===== src/rtl/sat_arb_pkg.sv =====
`default_nettype none
// +----------------------------------------------------------------------+
// | sat_arb_pkg : shared types and constants for sat_add_arbiter         |
// | Rev 1.0                                                              |
// +----------------------------------------------------------------------+
package sat_arb_pkg;

  localparam int NREQ      = 4;
  localparam int SAT_CNT_W = 16;

  typedef enum logic [1:0] {
    IDLE = 2'd0,
    CALC = 2'd1,
    RESP = 2'd2
  } state_t;

endpackage
`default_nettype wire


===== src/rtl/sat_add_arbiter_if.sv =====
`default_nettype none
// +----------------------------------------------------------------------+
// | sat_add_arbiter_if : request/response bus of the saturating adder    |
// | Rev 1.0                                                              |
// +----------------------------------------------------------------------+
interface sat_add_arbiter_if
  import sat_arb_pkg::*;
#(
  parameter int N    = 8,
  parameter int NREQ = sat_arb_pkg::NREQ
);

  logic [NREQ-1:0]   req_valid;
  logic [NREQ*N-1:0] req_a;
  logic [NREQ*N-1:0] req_b;
  logic [NREQ-1:0]   req_ready;
  logic              rsp_valid;
  logic              rsp_ready;
  logic [1:0]        rsp_id;
  logic [N-1:0]      rsp_sum;
  logic              rsp_sat;

  modport master (
    output req_valid, req_a, req_b, rsp_ready,
    input  req_ready, rsp_valid, rsp_id, rsp_sum, rsp_sat
  );

  modport slave (
    input  req_valid, req_a, req_b, rsp_ready,
    output req_ready, rsp_valid, rsp_id, rsp_sum, rsp_sat
  );

endinterface
`default_nettype wire


===== src/rtl/sat_add.sv =====
`default_nettype none
// +----------------------------------------------------------------------+
// | sat_add : combinational signed add, clamped to the N-bit range       |
// | Rev 1.0                                                              |
// +----------------------------------------------------------------------+
module sat_add #(
  parameter int N = 8
) (
  input  logic [N-1:0] a,
  input  logic [N-1:0] b,
  output logic [N-1:0] sum,
  output logic         sat
);

  localparam logic [N-1:0] C_MAX = {1'b0, {(N-1){1'b1}}};
  localparam logic [N-1:0] C_MIN = {1'b1, {(N-1){1'b0}}};

  logic [N:0] w_full;

  assign w_full = {a[N-1], a} + {b[N-1], b};

  // Overflow shows as the two top bits of the widened sum disagreeing.
  always_comb begin
    sum = w_full[N-1:0];
    sat = 1'b0;
    if (w_full[N] != w_full[N-1]) begin
      sat = 1'b1;
      sum = w_full[N] ? C_MIN : C_MAX;
    end
  end

endmodule
`default_nettype wire


===== src/rtl/sat_add_arbiter.sv =====
`default_nettype none
// +----------------------------------------------------------------------+
// | sat_add_arbiter : round-robin arbiter feeding one saturating adder   |
// | Rev 1.0                                                              |
// +----------------------------------------------------------------------+
module sat_add_arbiter
  import sat_arb_pkg::*;
#(
  parameter int N    = 8,
  parameter int NREQ = sat_arb_pkg::NREQ
) (
  input  logic                 clk,
  input  logic                 rst_n,
  sat_add_arbiter_if.slave     bus,
  input  logic                 sat_clr,
  output logic [SAT_CNT_W-1:0] sat_count
);

  localparam logic [SAT_CNT_W-1:0] C_SAT_MAX = '1;

  state_t                 r_state;
  state_t                 w_state_nxt;
  logic [1:0]             r_last;
  logic [1:0]             w_win;
  logic                   w_any;
  logic                   w_grant;
  logic [N-1:0]           r_a;
  logic [N-1:0]           r_b;
  logic [N-1:0]           w_sum;
  logic                   w_sat;
  logic [N-1:0]           r_rsp_sum;
  logic                   r_rsp_sat;
  logic [1:0]             r_rsp_id;
  logic [SAT_CNT_W-1:0]   r_sat_count;
  logic [SAT_CNT_W-1:0]   w_sat_count_nxt;
  logic                   w_sat_inc;

  // Search order starts just after the last winner; the last winner is tried last.
  always_comb begin : p_arb
    logic [1:0] idx;
    idx   = '0;
    w_any = 1'b0;
    w_win = r_last;
    for (int k = 1; k <= NREQ; k++) begin
      idx = r_last + 2'(k);
      if (!w_any && bus.req_valid[idx]) begin
        w_any = 1'b1;
        w_win = idx;
      end
    end
  end

  assign w_grant       = (r_state == IDLE) && w_any;
  assign bus.req_ready = (w_grant && rst_n) ? ({{(NREQ-1){1'b0}}, 1'b1} << w_win) : '0;

  always_comb begin : p_fsm
    w_state_nxt = r_state;
    unique case (r_state)
      IDLE:    if (w_any) w_state_nxt = CALC;
      CALC:    w_state_nxt = RESP;
      RESP:    if (bus.rsp_ready) w_state_nxt = IDLE;
      default: w_state_nxt = IDLE;
    endcase
  end

  sat_add #(.N(N)) u_sat_add (
    .a   (r_a),
    .b   (r_b),
    .sum (w_sum),
    .sat (w_sat)
  );

  assign w_sat_inc       = bus.rsp_valid && bus.rsp_ready && r_rsp_sat && (r_sat_count != C_SAT_MAX);
  assign w_sat_count_nxt = sat_clr   ? '0 :
                           w_sat_inc ? r_sat_count + SAT_CNT_W'(1) : r_sat_count;

  // r_last doubles as the owner index of the in-flight operation.
  always_ff @(posedge clk or negedge rst_n) begin
    if (!rst_n) begin
      r_state     <= IDLE;
      r_last      <= 2'd3;
      r_a         <= '0;
      r_b         <= '0;
      r_rsp_sum   <= '0;
      r_rsp_sat   <= 1'b0;
      r_rsp_id    <= '0;
      r_sat_count <= '0;
    end else begin
      r_state     <= w_state_nxt;
      r_sat_count <= w_sat_count_nxt;
      if (w_grant) begin
        r_last <= w_win;
        r_a    <= bus.req_a[w_win*N +: N];
        r_b    <= bus.req_b[w_win*N +: N];
      end
      if (r_state == CALC) begin
        r_rsp_sum <= w_sum;
        r_rsp_sat <= w_sat;
        r_rsp_id  <= r_last;
      end
    end
  end

  assign bus.rsp_valid = (r_state == RESP);
  assign bus.rsp_sum   = r_rsp_sum;
  assign bus.rsp_sat   = r_rsp_sat;
  assign bus.rsp_id    = r_rsp_id;
  assign sat_count     = r_sat_count;

endmodule
`default_nettype wire


===== src/flat_wrapper.sv =====
// flat-port wrapper written by rule: the top's interface ports become plain ports
module sat_add_arbiter_flat import sat_arb_pkg::*;
#(
  parameter int N    = 8,
  parameter int NREQ = sat_arb_pkg::NREQ
)
  (clk, rst_n, sat_clr, sat_count, bus_req_valid, bus_req_a, bus_req_b, bus_rsp_ready, bus_req_ready, bus_rsp_valid, bus_rsp_id, bus_rsp_sum, bus_rsp_sat);
  sat_add_arbiter_if #(.N(N), .NREQ(NREQ)) bus_i ();
  input  logic clk;
  input  logic rst_n;
  input  logic sat_clr;
  output logic [SAT_CNT_W-1:0] sat_count;
  input wire logic [$bits(bus_i.req_valid)-1:0] bus_req_valid;
  input wire logic [$bits(bus_i.req_a)-1:0] bus_req_a;
  input wire logic [$bits(bus_i.req_b)-1:0] bus_req_b;
  input wire logic [$bits(bus_i.rsp_ready)-1:0] bus_rsp_ready;
  output wire logic [$bits(bus_i.req_ready)-1:0] bus_req_ready;
  output wire logic [$bits(bus_i.rsp_valid)-1:0] bus_rsp_valid;
  output wire logic [$bits(bus_i.rsp_id)-1:0] bus_rsp_id;
  output wire logic [$bits(bus_i.rsp_sum)-1:0] bus_rsp_sum;
  output wire logic [$bits(bus_i.rsp_sat)-1:0] bus_rsp_sat;
  assign bus_i.req_valid = bus_req_valid;
  assign bus_i.req_a = bus_req_a;
  assign bus_i.req_b = bus_req_b;
  assign bus_i.rsp_ready = bus_rsp_ready;
  assign bus_req_ready = bus_i.req_ready;
  assign bus_rsp_valid = bus_i.rsp_valid;
  assign bus_rsp_id = bus_i.rsp_id;
  assign bus_rsp_sum = bus_i.rsp_sum;
  assign bus_rsp_sat = bus_i.rsp_sat;
  sat_add_arbiter #(.N(N), .NREQ(NREQ)) u_core (.clk(clk), .rst_n(rst_n), .bus(bus_i), .sat_clr(sat_clr), .sat_count(sat_count));
endmodule

===== config.mk =====
export PLATFORM = sky130hd
export DESIGN_NAME = sat_add_arbiter_flat
export DESIGN_NICKNAME = d
export VERILOG_FILES = /design/src/rtl/sat_arb_pkg.sv /design/src/rtl/sat_add_arbiter_if.sv /design/src/rtl/sat_add.sv /design/src/rtl/sat_add_arbiter.sv /design/src/flat_wrapper.sv
export SDC_FILE = /design/constraint.sdc
export NUM_CORES = 1
export LEC_CHECK = 0
export CORE_MARGIN = 3
export CORE_UTILIZATION = 50
export DETAILED_ROUTE_END_ITERATION = 10
export PLACE_DENSITY_LB_ADDON = 0.1
export SLEW_MARGIN = 30
export SYNTH_ARGS = -nofsm -noshare
export SYNTH_HDL_FRONTEND = slang
export SYNTH_HIERARCHICAL = 1
export SYNTH_SLANG_ARGS = --single-unit

===== constraint.sdc =====
create_clock -name clk -period 3.53 [get_ports clk]
set_input_delay 0.706 -clock clk [delete_from_list [all_inputs] [get_ports clk]]
set_output_delay 0.706 -clock clk [all_outputs]
set_load 0.01 [all_outputs]

# Yosys cells after proc, flatten, opt, wreduce, memory -nomap -nowiden
# Cells that the tools add are included.
[classes]
shift = 3
eq_ne = 6
reduce_logical = 14
add_sub_neg = 5
n_lt_le_gt_ge = 4
muxes = 25
[op_table]
columns = ["operator", "n"]
rows = [
  ["$shiftx A32 B6 Y8", 2],
  ["$mux W16", 2],
  ["$add A16 B1 Y16 const B", 1],
  ["$mux W8", 2],
  ["$ne A16 B16 Y1 const B", 1],
  ["$lt A2 B3 Y1 const B", 4],
  ["$mux W2", 6],
  ["$add A8 B8 Y9", 1],
  ["$mux W1", 9],
  ["$bmux W1 S2", 4],
  ["$logic_and A1 B1 Y1", 8],
  ["$pmux W2 S3", 1],
  ["$add A2 B2 Y2 const B", 2],
  ["$mux W4", 1],
  ["$shl A1 B2 Y4 const A", 1],
  ["$logic_not A1 Y1", 3],
  ["$add A2 B1 Y2 const B", 1],
  ["$eq A2 B1 Y1 const B", 1],
  ["$eq A2 B2 Y1 const B", 1],
  ["$logic_not A2 Y1", 1],
  ["$ne A2 B1 Y1 const B", 1],
  ["$ne A2 B2 Y1 const B", 1],
  ["$reduce_and A2 Y1", 1],
  ["$reduce_bool A2 Y1", 1],
  ["$ne A1 B1 Y1", 1],
]
[word_totals]
regBits = 47
output_inout_bits = 32
input_bits = 72

# Depth between registers and ports, before layout
[depth]
ltp_word = 16
ltp_mapped = 8
depth_no_buf = 8

# Modules after synthesis
# The synthesis kept the hierarchy.
[by_module_without_submodules]
columns = ["mod", "area_per_inst_um2", "n_inst", "seq_area_each_um2", "cells_each"]
rows = [
  ["sat_add_arbiter", 2760.1, 1, 1178.6, 254],
  ["sat_add", 432.9, 1, 0.0, 56],
]

# Worst setup path after synthesis
# OpenSTA, ideal clock, no wires.
[synth_path]
path_type = "input to output"
from = "in bus_req_valid[3]"
to = "out bus_req_ready[0]"
path_slack_ns = 0.964
path_stages = 8
n_path_buf = 3
arrival_ns = 1.860
required_time_ns = 2.824
path_cell_list = "nor4_1 -> or3_1 -> clkbuf_1 -> inv_2 -> buf_4 -> buf_4 -> nand3_1 -> nor2_1"
[synth_via]
elab_chain_len = 15
elab_cells_between_ends = 26
classes_between = "shift: 1; mux: 17; reduce/logical: 8"
[synth_rtl]
columns = ["item", "line", "text"]
rows = [
  ["from (decl)", "flat_wrapper.sv:13", "input wire logic [$bits(bus_i.req_valid)-1:0] bus_req_valid;"],
  ["$bmux W1 S2", "sat_add_arbiter.sv:46", "if (!w_any && bus.req_valid[idx]) begin"],
  ["$mux W1 (not written as such)", "sat_add_arbiter.sv:46", ""],
  ["$mux W1", "sat_add_arbiter.sv:46", ""],
  ["$logic_not A1 Y1", "sat_add_arbiter.sv:46", ""],
  ["$logic_and A1 B1 Y1", "sat_add_arbiter.sv:46", ""],
  ["$mux W1", "sat_add_arbiter.sv:46", ""],
  ["$logic_not A1 Y1", "sat_add_arbiter.sv:46", ""],
  ["$logic_and A1 B1 Y1", "sat_add_arbiter.sv:46", ""],
  ["$mux W1", "sat_add_arbiter.sv:46", ""],
  ["$logic_not A1 Y1", "sat_add_arbiter.sv:46", ""],
  ["$logic_and A1 B1 Y1", "sat_add_arbiter.sv:46", ""],
  ["$mux W1", "sat_add_arbiter.sv:46", ""],
  ["$logic_and A1 B1 Y1", "sat_add_arbiter.sv:53", "assign w_grant = (r_state == IDLE) && w_any;"],
  ["$logic_and A1 B1 Y1", "sat_add_arbiter.sv:54", "assign bus.req_ready = (w_grant && rst_n) ? ({{(NREQ-1){1'b0}}, 1'b1} << w_win) : '0;"],
  ["$mux W4 (*)", "sat_add_arbiter.sv:54", ""],
  ["to (decl)", "flat_wrapper.sv:17", "output wire logic [$bits(bus_i.req_ready)-1:0] bus_req_ready;"],
]
# Mark *: on every way between the ends. The rest lies on a longest branch, timed or not. The select of a mux whose other input is x is not followed.

# Worst setup path after layout
[layout_path]
from = "in bus_req_valid[2]"
to = "out bus_req_ready[2]"
# The elaborated chain is that of the path after synthesis.

==> run_results.csv <==
group,metric,value,unit
layout,final_common_cell,"clkdlybuf4s50_1",
synthesis,avgSynthCellArea,10.30,um^2
synthesis,synth_simple_gate_area_frac,0.1838,
sta,clock_skew,0.01036,ns
critical_path,path_class,"in -> out",
synthesis,muxShareOfSynthArea,0.09483,
synthesis,ys_seq_area_frac,0.3691,
sta,fmax,302.8,MHz
placed_design,pre_cts_ws,0.2488,ns
critical_path,rrSetupSlack,1.15,ns
synthesis,yosysWarnings,6,
sta,slew_headroom,0.5768,
synthesis,synthXorXnorAreaFrac,0.04937,
global_route,grt_pass1_wl,12190,um
synthesis,async_flop_share,1.000,
layout,layout.cells.non_filler,490,
critical_path,critPathArrivalTime,2.60,ns
die,coreArea,6061,um^2
layout,area_growth,36.52,%
route,drt-total-wl,7592,um
synthesis,ys.flop_type,"dfrtp_1",
placed_design,dp_hpwl,6040,um
layout,diodes,0,
die,ioPinCount,104,
clocking,hold_buffers,0,
die,num_rows,28,
power,power_density,796.9,nW/um^2
route,drc_errors,0,
route,num_vias,2736,
sta,finalSetupTns,0,ns
clocking,clockRootBuffer,"clkbuf_8",
clocking,cts_resized,0,
sta,worst_pin_slew,0.6349,ns
critical_path,required,2.82,ns
synthesis,synthAdderAreaFrac,0.04154,
critical_path,cp_max_fo,5,
route,wire_per_inst,15.49,um
critical_path,rr_worst_depth,8,
layout,final_cell_mix,"102 x clkdlybuf4s50_1, 45 x dfrtp_1, 35 x nor2_1",
sta,fin_crit,3.303,ns
synthesis,synth_nets,392,
sta,finalHoldViolations,0,
placed_design,numPortBuffers,103,
die,die_w,85.92,um
clocking,clk_pin_slew,0.08,ns
global_route,antenna_found_initial,1,
die,start_util,0.5268,
run,drv_cap,0,
route,drt-initial-drc-count,105,
placed_design,dpl.cell_count,482,
route,vias_per_cell,5.584,
global_route,first_global_vias,2649,
route,drt_pass1_iterations,4,
critical_path,cp-start-kind,"input port",
placed_design,dpl_cell_area,4264,um^2
status,status,"complete, no violations",
die,die_h,85.92,um
clocking,post_cts_buffers,0,
global_route,gr-total-overflow,0,
sta,setup_violations,0,
synthesis,ys_seq_elements,47,
power,p_leak,0.001741,uW
power,peakVddDrop,0.5752,mV
layout,nets,496,
synthesis,synth_area,3193,um^2
synthesis,synth_cell_type_count,57,
min_path,hold-path-cell-count,2,
clocking,numClockSinks,47,
sta,rsz0062_at_grt,"false",
placed_design,place_congestion,0.7927,
die,die_area,7381,um^2
sta,hold_slack,0.4974,ns
layout,fin_area,4359,um^2
clocking,cts_tree,"yes",
critical_path,end_kind,"output port",
min_path,hp-class,"reg -> reg",
global_route,grt_usage,0.2037,
synthesis,synth_compound_area_frac,0.2108,
clocking,htree_levels,2,
sta,finalCritPeriodShare,0.9356,
layout,drive_gt1_frac,0.1542,
route,ant_nets,0,
sta,drv_slew,0,
sta,fin_ws,0.2274,ns
synthesis,synth_top_family_by_area,"compound AO/OA/AOI/OAI gates",
clocking,clock_path_buffers,2,
clocking,clock_latency,0.30,ns
synthesis,synth-edff-count,0,
synthesis,netlist_instances,310,
clocking,cts_buffers,5,
global_route,grt_max_degree,48,
-- through the flow --
step / util / total power [uW]
after detailed placement: 0.7036 / 3140
after floorplan: - / 2623
after CTS: 0.7192 / 3496
after global routing: 0.7192 / 3740
after global placement: 0.7036 / 3090
final: 0.7192 / 3474
-- area by class of cell --
class                      instances  area, um^2
inverter                           8       30.03
fill                             452        1702
sequential                        47        1179
multi-input combinational        238        1853
clock inverter                     1       8.758
tap                               75       93.84
timing repair buffer             114        1109
clock buffer                       7       86.33
-- flip-flops by register name (all words and copies together) (netlist names) --
| register | flops |
|---|---|
| u_core/r_a | 8 |
| u_core/bus.rsp_sum | 8 |
| u_core/bus.rsp_sat | 1 |
| u_core/r_last | 2 |
| u_core/r_state | 2 |
| u_core/sat_count | 16 |
| u_core/bus.rsp_id | 2 |
| u_core/r_b | 8 |
-- per-layer routing --
metal	GRT usage	wire length, um	vias up
met5	0	13	-
met4	0.03885	74	2
li1	-	-	1367
met1	0.2751	3519	1261
met2	0.3287	3435	97
met3	0.05764	548	9
-- cell usage after synthesis (all sizes together) (2+ instances only) --
master,number,area share
o21ai,15,0.025
or3,3,0.0059
dfrtp,45,0.35
o2111ai,2,0.0055
nor2,37,0.045
mux2,10,0.035
nand4,5,0.0098
nand3,7,0.011
a21o,3,0.0071
xnor2,4,0.011
dfstp,2,0.016
ha,9,0.035
mux2i,19,0.060
buf,11,0.034
inv,8,0.0094
and3,2,0.0039
and4,4,0.011
a41oi,2,0.0078
nor4b,14,0.038
and4b,2,0.0074
xor2,14,0.038
nand2b,6,0.012
clkbuf,6,0.0071
nand2,15,0.020
a21oi,12,0.021
o211ai,6,0.014
nor3,2,0.0067
and2,2,0.0039
a211oi,29,0.10
-- report_power, final --
| group | switching (uW) | internal (uW) |
|---|---|---|
| registers | 138 | 739 |
| logic | 1180 | 1080 |
| clock network | 179 | 161 |
-- kinds of logic (layout without fill, tap and decap cells) --
logic type | count (synthesis) | in the layout
xor+xnor | 18 | 18
compound gates | 78 | 78
simple gates | 103 | 103
flops | 47 | 47
mux | 29 | 29
buf+inv | 25 | 130
fa+ha+maj | 10 | 10
-- final timing paths --
path	from	end
worst min-delay path	u_core/bus.rsp_id[1]	u_core/bus.rsp_id[1]
worst max register to register	u_core/r_a[0]	u_core/bus.rsp_sum[2]
min in group asynchronous	rst_n	u_core/sat_count[13]
worst max-delay path	bus_req_valid[2]	bus_req_ready[2]
max in group asynchronous	rst_n	u_core/bus.rsp_sum[2]
worst min register to register	u_core/bus.rsp_id[1]	u_core/bus.rsp_id[1]
-- worst max-delay path: stages --
cell	delay [ns]
clkdlybuf4s50_1	0.56
mux2i_1	0.14
a221oi_1	0.38
nand3_1	0.15
nor2_1	0.11
clkdlybuf4s50_1	0.54
Power figures use the tool's default switching activity.
